[config.mk]
export PLATFORM = sky130hd
export DESIGN_NAME = hazard_ctrl
export DESIGN_NICKNAME = d
export VERILOG_FILES = /design/src/rtl/hazard_ctrl.sv
export SDC_FILE = /design/constraint.sdc
export NUM_CORES = 1
export LEC_CHECK = 0
export ABC_CLOCK_PERIOD_IN_PS = 2900
export BUFFER_PORTS_ARGS = -buffer_cell sky130_fd_sc_hd__buf_2
export CAP_MARGIN = 20
export CORE_AREA = 2 2 39 41
export CTS_CLUSTER_DIAMETER = 50
export DETAILED_ROUTE_END_ITERATION = 16
export DIE_AREA = 0 0 41 43
export PLACE_DENSITY = 0.61
export RECOVER_POWER = 25
export SLEW_MARGIN = 25
export SYNTH_ARGS = -nofsm -noshare
export SYNTH_HDL_FRONTEND = slang
export SYNTH_SLANG_ARGS = --single-unit
export TNS_END_PERCENT = 20
[constraint.sdc]
create_clock -name clk -period 2.9 [get_ports clk]
set_clock_uncertainty 0.05 [all_clocks]
set_input_delay 0 -clock clk [delete_from_list [all_inputs] [get_ports clk]]
set_output_delay 0 -clock clk [all_outputs]
set_load 0.02 [all_outputs]
[src/rtl/hazard_ctrl.sv]
// hazard_ctrl: pipeline stall/bubble control for load-use, branch redirect and multi-cycle freezes.
// Optional HAZARD_PERF_CNT_EN adds a saturating stall_cycles counter output.
module hazard_ctrl #(
  parameter int MULDIV_CYCLES = 4
) (
  input  logic       clk,
  input  logic       rst,
  input  logic [4:0] de_rs1,
  input  logic [4:0] de_rs2,
  input  logic [4:0] ex_rd,
  input  logic       ex_is_load,
  input  logic       ex_muldiv_start,
  input  logic       ex_branch_taken,
  output logic       stall_pc,
  output logic       stall_fd,
  output logic       stall_de,
  output logic       bubble_fd,
  output logic       bubble_de,
  output logic       bubble_em
`ifdef HAZARD_PERF_CNT_EN
  ,
  output logic [15:0] stall_cycles
`endif
);
  typedef enum logic {IDLE, BUSY} state_t;
  state_t     state_q, state_d;
  logic [3:0] cnt_q, cnt_d;
  logic       busy, freeze, br, lu;
  assign busy   = state_q == BUSY;
  assign freeze = busy || ex_muldiv_start;
  assign br     = !freeze && ex_branch_taken;
  // x0 is hardwired zero, so a load targeting it never creates a dependency
  assign lu     = !freeze && !ex_branch_taken && ex_is_load && ex_rd != 5'd0 &&
                  (ex_rd == de_rs1 || ex_rd == de_rs2);
  assign stall_pc  = freeze || lu;
  assign stall_fd  = freeze || lu;
  assign stall_de  = freeze;
  assign bubble_fd = br;
  assign bubble_de = br || lu;
  assign bubble_em = freeze;
  always_comb begin
    state_d = state_q;
    cnt_d   = cnt_q;
    if (!busy) begin
      state_d = ex_muldiv_start ? BUSY : IDLE;
      cnt_d   = ex_muldiv_start ? 4'(MULDIV_CYCLES - 2) : cnt_q;
    end else begin
      state_d = cnt_q == 4'd0 ? IDLE : BUSY;
      cnt_d   = cnt_q == 4'd0 ? 4'd0 : cnt_q - 4'd1;
    end
  end
  always_ff @(posedge clk or posedge rst) begin
    if (rst) begin
      state_q <= IDLE;
      cnt_q   <= 4'd0;
    end else begin
      state_q <= state_d;
      cnt_q   <= cnt_d;
    end
  end
`ifdef HAZARD_PERF_CNT_EN
  logic [15:0] stall_cycles_q;
  always_ff @(posedge clk or posedge rst) begin
    if (rst) stall_cycles_q <= 16'd0;
    else if (stall_pc && stall_cycles_q != 16'hFFFF) stall_cycles_q <= stall_cycles_q + 16'd1;
  end
  assign stall_cycles = stall_cycles_q;
`endif
endmodule
**Word-level counts from Yosys, hierarchy flattened**

Index checks and enable logic that the tools add are counted.

- $add $sub $neg: 1
- Eq/ne operators: 2
- Muxes and demuxes: 6
- Reduce and logical (&&, ||, !) cells: 14

Operators with widths:

| operator | number |
|---|---|
| $mux 4 | 3 |
| $eq 5x5->1 | 2 |
| $logic_and 1x1->1 | 5 |
| $reduce_bool 5->1 | 1 |
| $logic_not 4->1 | 1 |
| $logic_or 1x1->1 | 4 |
| $sub 4x1->4 const B | 1 |
| $mux 1 | 3 |
| $logic_not 1->1 | 2 |
| $reduce_bool 2->1 | 1 |

- Flip-flop bits (word level): 5
- Logic and storage cells: 25

**Longest topological paths before layout**

Gate-level depths: netlist (run 1).

- Depth after elaboration: 7
- Depth in mapped cells: 5

**Worst setup path after synthesis (run 1)**

Ideal clock, no wire load.

- Path kind: register -> output
- From: reg state_q (netlist: busy)
- To: out bubble_de
- Data arrival time: 1.424 ns
- Data required time: 2.850 ns
- Setup slack: 1.426 ns
- Cell stages (with the launch flop): 4
- Cell sequence: dfrtp_1 -> nor2_1 -> inv_1 -> o31ai_1

- Longest elaborated chain between the ends: 7
- Elaborated cells between the ends (all ways): 8
- Those cells by class: 8 x reduce/logical

RTL lines:

| item | line | text |
|---|---|---|
| start: declaration | 26 | `state_t state_q, state_d;` |
| start signal: assignment | 57 | `state_q <= state_d;` |
| $logic_or 1x1->1 * | 30 | `assign freeze = busy \|\| ex_muldiv_start;` |
| via bubble_em | 19 | `output logic bubble_em` |
| $logic_not 1->1 * | 31, 33 |  |
| $logic_and 1x1->1 (4 in series) | 33 | `assign lu = !freeze && !ex_branch_taken && ex_is_load && ex_rd != 5'd0 &&` |
| $logic_or 1x1->1 * | 39 | `assign bubble_de = br \|\| lu;` |
| end: declaration | 18 | `output logic bubble_de,` |

Mark *: on every way through the listed nets, which the timed path passes. The rest lies on a longest branch.

**Worst setup path in the final report (run 1)**

- From: reg state_q (netlist: busy)
- To: out bubble_de

- Longest elaborated chain between the ends: 7
- Elaborated cells between the ends (all ways): 8
- Those cells by class: 8 x reduce/logical

RTL lines:

| item | line |
|---|---|
| $logic_or 1x1->1 * | 30 |
| $logic_not 1->1 * | 31, 33 |
| $logic_and 1x1->1 (4 in series) | 33 |
| $logic_or 1x1->1 * | 39 |

Every way passes the cells marked *; elsewhere a longest branch is shown, timed or not.

==> results.md, run 1 <==
* Worst Setup End Kind: primary output
* Slew HR at 69.2%
* #FFs+latches synth at 5
* Synth area leader: dfrtp_1
* Status: completed
* Largest cells by area after synthesis: dfrtp_1 (32%), xor2_1 (22%), nor2_1 (5.7%), nor3_1 (5.1%), nand2_1 (4.8%)
* First-pass GRT wire length at 1.33 mm
* WL met1 at 364 um
* Clk pwr share at 23.5%
* Area delta synth->final at 44.8%
* Die Ht at 43 um
* Total Routing Usage GR at 11.5%
* MaxCap Viol Count at 0
* Fmax at 0.647 GHz
* Fin worst setup slack at 1350 ps
* Ys Warns at 0
* Slew Limit Fails at 0
* Initial antenna violation count at 0
* FF-to-FF setup slack at 1720 ps
* LEAKAGE at 0.294 nW
* Fillers at 154
* Netlist cell types at 17
* Gate power share at 43.9%
* Clock Tree Root: clkbuf_4
* Unrepaired setup endpoints after global routing: no
* Post-Layout Cell Count at 93
* Initial DRT Pass Iterations at 2
* Final nets at 98
* Initial Util at 28.5%
* Post-synthesis sequential area ratio at 31.7%
* CP Max Fanout at 6
* Die area at 1760 um^2
* Fin crit share at 53.3%
* Slew of the pin with the lowest slew margin at 456 ps
* Power per cell area at 605 nW/um^2
* Final Wtd Congestion at 0.779
* Crit-path slowest cell: dfrtp_1
* Min-delay worst type: primary input to async pin
* Startpoint types: flip-flop
* Row Count at 14
* Cell with the most instances after synthesis: xor2_1
* Area taken by multi-input logic gates at 243 um^2
* # diodes at 0
* Yosys top cell area share at 31.7%
* Max H-tree Level at 1
* WP data required at 2850 ps
* DR iter-0 viols at 1
* Via density per instance at 4.43
* Vias in the first global route at 373
* Routed Antenna Nets at 0
* CP Cell Sequence: nor2_1 -> inv_1 -> o31ai_1 -> buf_2
* GRT overflow at 0
* Worst IR Drop VDD at 0.000256 V
* CP Class: flip-flop to primary output
* Min Clock Period, post-route at 1550 ps
* Seq pwr share at 32.6%
* Post-synth top cells: xor2_1 (10), nor2_1 (6), dfrtp_1 (5), nand2_1 (5), nor3_1 (4)
* Clk pin slew, worst setup/hold paths at 40 ps
* DP Cell Count at 87
* Cell count after synthesis at 48
* Wire per inst at 9.35 um
* Via Count at 412
* Worst slack, placed at 1600 ps
* CP Data Arrival Time at 1500 ps
* Switching power at 0.000140 W
* Synthesized area per cell at 8.21 um^2
* Register area at 125 um^2
* Ys async rst share at 100%
* Internal at 0.000205 W
* Highest Signal Layer: met4
* Hold buffers post-CTS at 2
* DR WL met3 at 62 um
* Largest net degree at the start of global routing at 7
* Setup Viol. Count Final at 0
* I/O Buffers at 25
* Setup TNS at 0 ps
* Clk sinks at 5
* TritonCTS clock tree: yes
* Sw Ratio at 40.7%
* Layout cells sized above 1 at 39.0%
* Core outline area at 1380 um^2
* Final hold viol count at 0
* Resize count post-CTS at 0
* Total CTS buffers at 3
* EDFF count, synth at 0
* # Post-CTS Setup Buffers at 0
* CP peak stage delay at 410 ps
* Clk_lat worst skew at 240 ps
* Synth Flop Type: dfrtp_1
* Die width at 41 um
* DRT Wirelength at 870 um
* I/O Pins at 26
* Syn Nets at 68
* Met2 WL at 430 um
* DRC at 0
* Number of buffers on the longest clock path at 2
* Mapped Area at 394 um^2
-- layer usage --
metal / vias to the layer above / global-route usage, %
met3: 2 / 7.85
met1: 177 / 12.2
met2: 14 / 16.6
met4: 0 / 6.00
li1: 219 / -
met5: - / 0
-- layout make-up --
| class | count | area share [%] |
|---|---|---|
| multi-input cells | 38 | 42.5 |
| well taps | 16 | 3.51 |
| repair buffers | 27 | 25.4 |
| flip-flops and latches | 5 | 21.9 |
| clock buffers | 4 | 4.61 |
| inverters | 3 | 1.97 |
-- logic make-up after synthesis --
| logic type | share of synthesized area [%] |
|---|---|
| compound gates | 15.6 |
| buf+inv | 6.67 |
| simple gates | 23.8 |
| xor+xnor | 22.2 |
| flops | 31.7 |
-- flip-flops by register name, indices dropped and copies added, names as in the netlist --
register  flops
cnt_q         4
busy          1
-- placed cells by master (no fill, tap or decap) --
cell and n:
nand2b_1 2, nor3_1 4, dfrtp_1 5, o21ai_0 2
o31ai_1 2, a31oi_1 1, a22o_1 1, buf_2 25
a21oi_1 1, inv_1 3, o21ai_2 1, nand2_1 5
clkbuf_1 1, nor2_1 6, nor4b_1 1, xor2_1 10
dlygate4sd3_1 2, clkbuf_4 3, a22oi_1 1, or4_4 1
-- critical path, delay by kind of cell, from the launching register on --
family	cells	cell delay [ps]
flops	1	410
buf+inv	2	330
simple gates	1	280
compound gates	1	230
-- stage by stage --
step                      total power (W)  hold WS [ps]  utilization, %  area (um^2)
after floorplan                  0.000221          -271               -          394
after global placement           0.000261          -146            37.9          524
after detailed placement         0.000264          -144            37.9          524
after CTS                        0.000351           138            41.2          571
after global routing             0.000379           150            41.2          571
final                            0.000345           145            41.2          571
-- power groups by stage --
| stage | clock (W) | combinational [W] | sequential [W] |
|---|---|---|---|
| 2_1_floorplan | 0 | 0.000113 | 0.000109 |
| 3_3_place_gp | 0 | 0.000150 | 0.000112 |
| 3_5_place_dp | 0 | 0.000151 | 0.000114 |
| 4_1_cts | 0.0000856 | 0.000153 | 0.000112 |
| 5_1_grt | 0.0000944 | 0.000169 | 0.000116 |
| 6_report | 0.0000812 | 0.000152 | 0.000112 |
-- worst paths after layout --
check / depth (start not counted) / to / from
worst max-delay path: 4 / bubble_de / busy
worst min-delay path: 3 / cnt_q[3] / rst
worst max register to register: 2 / cnt_q[2] / cnt_q[1]
max in group asynchronous: 3 / busy / rst
worst min register to register: 2 / cnt_q[3] / cnt_q[3]
min in group clk: 3 / stall_pc / ex_branch_taken
Note: power is estimated with default switching activity, not from simulation.
==> run 2, diff against run 1 <==
Settings changed: ABC_AREA from default to 1, ABC_CLOCK_PERIOD_IN_PS 2900 to 1500, PLACE_DENSITY 0.61 to 0.68.
Clock period 2.9 ns to 1.5 ns, I/O delays scaled along.
==> run 2 against run 1 <==
Compared with the run above:
- critical path depth up 2
- count of clock-buffer cells in the layout unchanged
- sequential cell count is the same
- utilization increased by 5.8 points
- power grew 120%
- routed wire length increased by 19%
- highest routed layer is now met3
==> results.md, run 2 <==
* EDFF count, synth at 0 (unchanged)
* Max H-tree Level at 1 (unchanged)
* Die width at 41 um (unchanged)
* WP depth at 6 (+2)
* Setup TNS at 0 ps (unchanged)
* Slew HR at 88.0% (+19 points)
* CP Cell Sequence: nor2_2 -> nand4_1 -> inv_1 -> nand2_1 -> nand2_1 -> buf_2
* Cell count after synthesis at 87 (+81%)
* Crit-path slowest cell: dfrtp_1
* Slew Limit Fails at 0 (unchanged)
* Setup Viol. Count Final at 0 (unchanged)
* Area delta synth->final at 34.4%
* Synthesized area per cell at 5.57 um^2 (-32%)
* Internal at 0.000421 W (+110%)
* Ys Warns at 0 (unchanged)
* Clk_lat worst skew at 230 ps (about the same)
* WP buf/inv at 2 (unchanged)
* Switching power at 0.000322 W (+130%)
* Commonest non-fill, non-tap cells in the layout: nand2_1 (32), buf_2 (25), inv_1 (19), nor2_1 (10), dfrtp_1 (5)
* Status: completed
* Unrepaired setup endpoints after global routing: no
* Startpoint types: flip-flop
* #FFs+latches synth at 5 (unchanged)
* Wire per inst at 7.87 um (-16%)
* Worst IR Drop VDD at 0.000568 V (+120%)
* Final hold viol count at 0 (unchanged)
* Initial Util at 35.0% (+6.5 points)
* Clk pin slew, worst setup/hold paths at 40 ps (about the same)
* Biggest register: cnt_q
* Syn Nets at 107 (+57%)
* Total CTS buffers at 3 (unchanged)
* Yosys top cell area share at 25.8% (-5.9 points)
* # Post-CTS Setup Buffers at 0 (unchanged)
* DR iter-0 viols at 2 (+1)
* Post-synth top cells: nand2_1 (32), inv_1 (19), nor2_1 (10)
* Die Ht at 43 um (unchanged)
* FF-to-FF setup slack at 430 ps (-1290 ps)
* Fin crit share at 91.0%
* Via density per instance at 4.44 (+0.11%)
* Vias in the first global route at 462 (+24%)
* Commonest non-fill, non-tap cell in the layout: nand2_1
* Max reg flops at 4 (unchanged)
* Min-delay worst type: primary input to flip-flop
* Post-synthesis sequential area ratio at 25.8% (-5.9 points)
* WP data required at 1450 ps (-1400 ps)
* Seq pwr share at 33.7% (+1.1 points)
* Core outline area at 1380 um^2 (unchanged)
* Slew of the pin with the lowest slew margin at 178 ps (-278 ps)
* Netlist cell types at 14 (-3)
* TritonCTS clock tree: yes
* Final nets at 136 (+39%)
* Clk pwr share at 20.1% (-3.4 points)
* Gate power share at 46.2% (+2.3 points)
* CP Data Arrival Time at 1310 ps (-190 ps)
* Most used cell, CP: nand2_1
* Total Routing Usage GR at 13.2% (+1.6 points)
* Row Count at 14 (unchanged)
* Initial DRT Pass Iterations at 4 (+2)
* CP Max Fanout at 6 (unchanged)
* Worst Setup End Kind: primary output
* WHS Path Cells at 4
* DP HPWL at 916 um
* Final Wtd Congestion at 0.794 (+1.9%)
* Power per cell area at 1140 nW/um^2 (+89%)
* Initial antenna violation count at 0 (unchanged)
* MaxCap Viol Count at 0 (unchanged)
* Routed Antenna Nets at 0 (unchanged)
* Util after Layout at 47.0% (+5.8 points)
* Mapped Area at 484 um^2 (+23%)
* Synth area leader: dfrtp_1
* CP Class: flip-flop to primary output
* Largest cells by area after synthesis: dfrtp_1 (26%), nand2_1 (25%), inv_1 (15%), nor2_1 (7.8%), o21ai_0 (4.1%)
* Min Clock Period, post-route at 1360 ps
* I/O Pins at 26 (unchanged)
* I/O Buffers at 25 (unchanged)
* Ys async rst share at 100% (unchanged)
* Die area at 1760 um^2 (unchanged)
* Cell with the most instances after synthesis: nand2_1
* Fmax at 0.733 GHz
* Worst reg2reg path depth at 5 (+3)
* DRC at 0 (unchanged)
* First-pass GRT wire length at 1.60 mm (+20%)
* Clk sinks at 5 (unchanged)
* Clock Tree Root: clkbuf_4
* LEAKAGE at 0.419 nW (+42%)
* Number of buffers on the longest clock path at 2 (unchanged)
* Sw Ratio at 43.3% (+2.6 points)
* Largest net degree at the start of global routing at 7 (unchanged)
* Layout cells sized above 1 at 29.6% (-9.4 points)
* GRT overflow at 0 (unchanged)
* Crit-path leading delay family: flip-flops
* # diodes at 0 (unchanged)
* Via Count at 581 (+41%)
* DRT Wirelength at 1.03 mm (+19%)
* Synth Flop Type: dfrtp_1
* CP peak stage delay at 430 ps (+20 ps)
==> run 2: changes by cell type after synthesis, moves of 2 or more <==
cell	change
nand2_1	+27
inv_1	+16
xor2_1	-10
nor2_1	+4
nor3_1	-4
inv_2	+3
nand2b_1	-2
nand3_1	+2
nand4_1	+2
nor2_2	+2
o21ai_0	+2
o31ai_1	-2
xnor2_1	+2
==> run 2: timing repair <==
| item | in CTS | in global routing |
|---|---|---|
| endpoints found under the hold margin | 5 | 0 |
| setup endpoints to repair | 0 | 0 |
| resized for setup | 0 | 0 |
| hold buffers | 1 | 0 |
==> run 2: layout make-up <==
cell class / count / area [um^2]
clock buffer: 4 / 26.3
fill: 163 / 733
inverter: 22 / 82.6
multi-input combinational: 58 / 262
sequential: 5 / 125
tap: 16 / 20.0
timing repair buffer: 26 / 135
==> run 2: per-layer routing <==
metal,global-route usage [%],share of wire (%)
met4,6.00,0
met2,23.1,54
met1,14.5,40
met5,0,0
met3,1.57,6.4
==> run 2: worst paths after layout <==
path / from / end
max: busy / stall_fd
min: ex_muldiv_start / cnt_q[0]
max reg2reg: cnt_q[1] / cnt_q[2]
min reg2reg: cnt_q[3] / cnt_q[3]
max in group asynchronous: rst / cnt_q[0]
min in group asynchronous: rst / busy
==> run 2: tightest hold or removal path: cells and delay by family <==
family                 cells  cell delay, ps
AOI/OAI and AO/OA          1              80
and+or+nand+nor            2              90
buffers and inverters      1             100
==> run 2: logic make-up after synthesis <==
group	synth area share, %
compound gates	8.27
xor+xnor	3.62
buf+inv	20.2
flops	25.8
simple gates	42.1
==> run 2: through the flow <==
| step | hold WS, ps | power (W) | instances | area [um^2] | setup slack [ps] |
|---|---|---|---|---|---|
| finish | 47.7 | 0.000744 | 131 | 651 | 136 |
| global route | 76.2 | 0.000824 | 131 | 651 | 14.3 |
| CTS | 49.3 | 0.000759 | 131 | 651 | 117 |
| detailed placement | -150 | 0.000601 | 126 | 614 | 377 |
| global placement | -152 | 0.000593 | 126 | 614 | 403 |
| floorplan | -271 | 0.000507 | 87 | 484 | 295 |
==> run 2: power by group through the flow <==
| stage | sequential (W) | combinational (W) | clock (W) |
|---|---|---|---|
| after floorplan | 0.000244 | 0.000264 | 0 |
| after CTS | 0.000251 | 0.000351 | 0.000158 |
| after detailed placement | 0.000252 | 0.000349 | 0 |
| after global routing | 0.000258 | 0.000400 | 0.000165 |
| after global placement | 0.000251 | 0.000343 | 0 |
| final | 0.000250 | 0.000344 | 0.000150 |
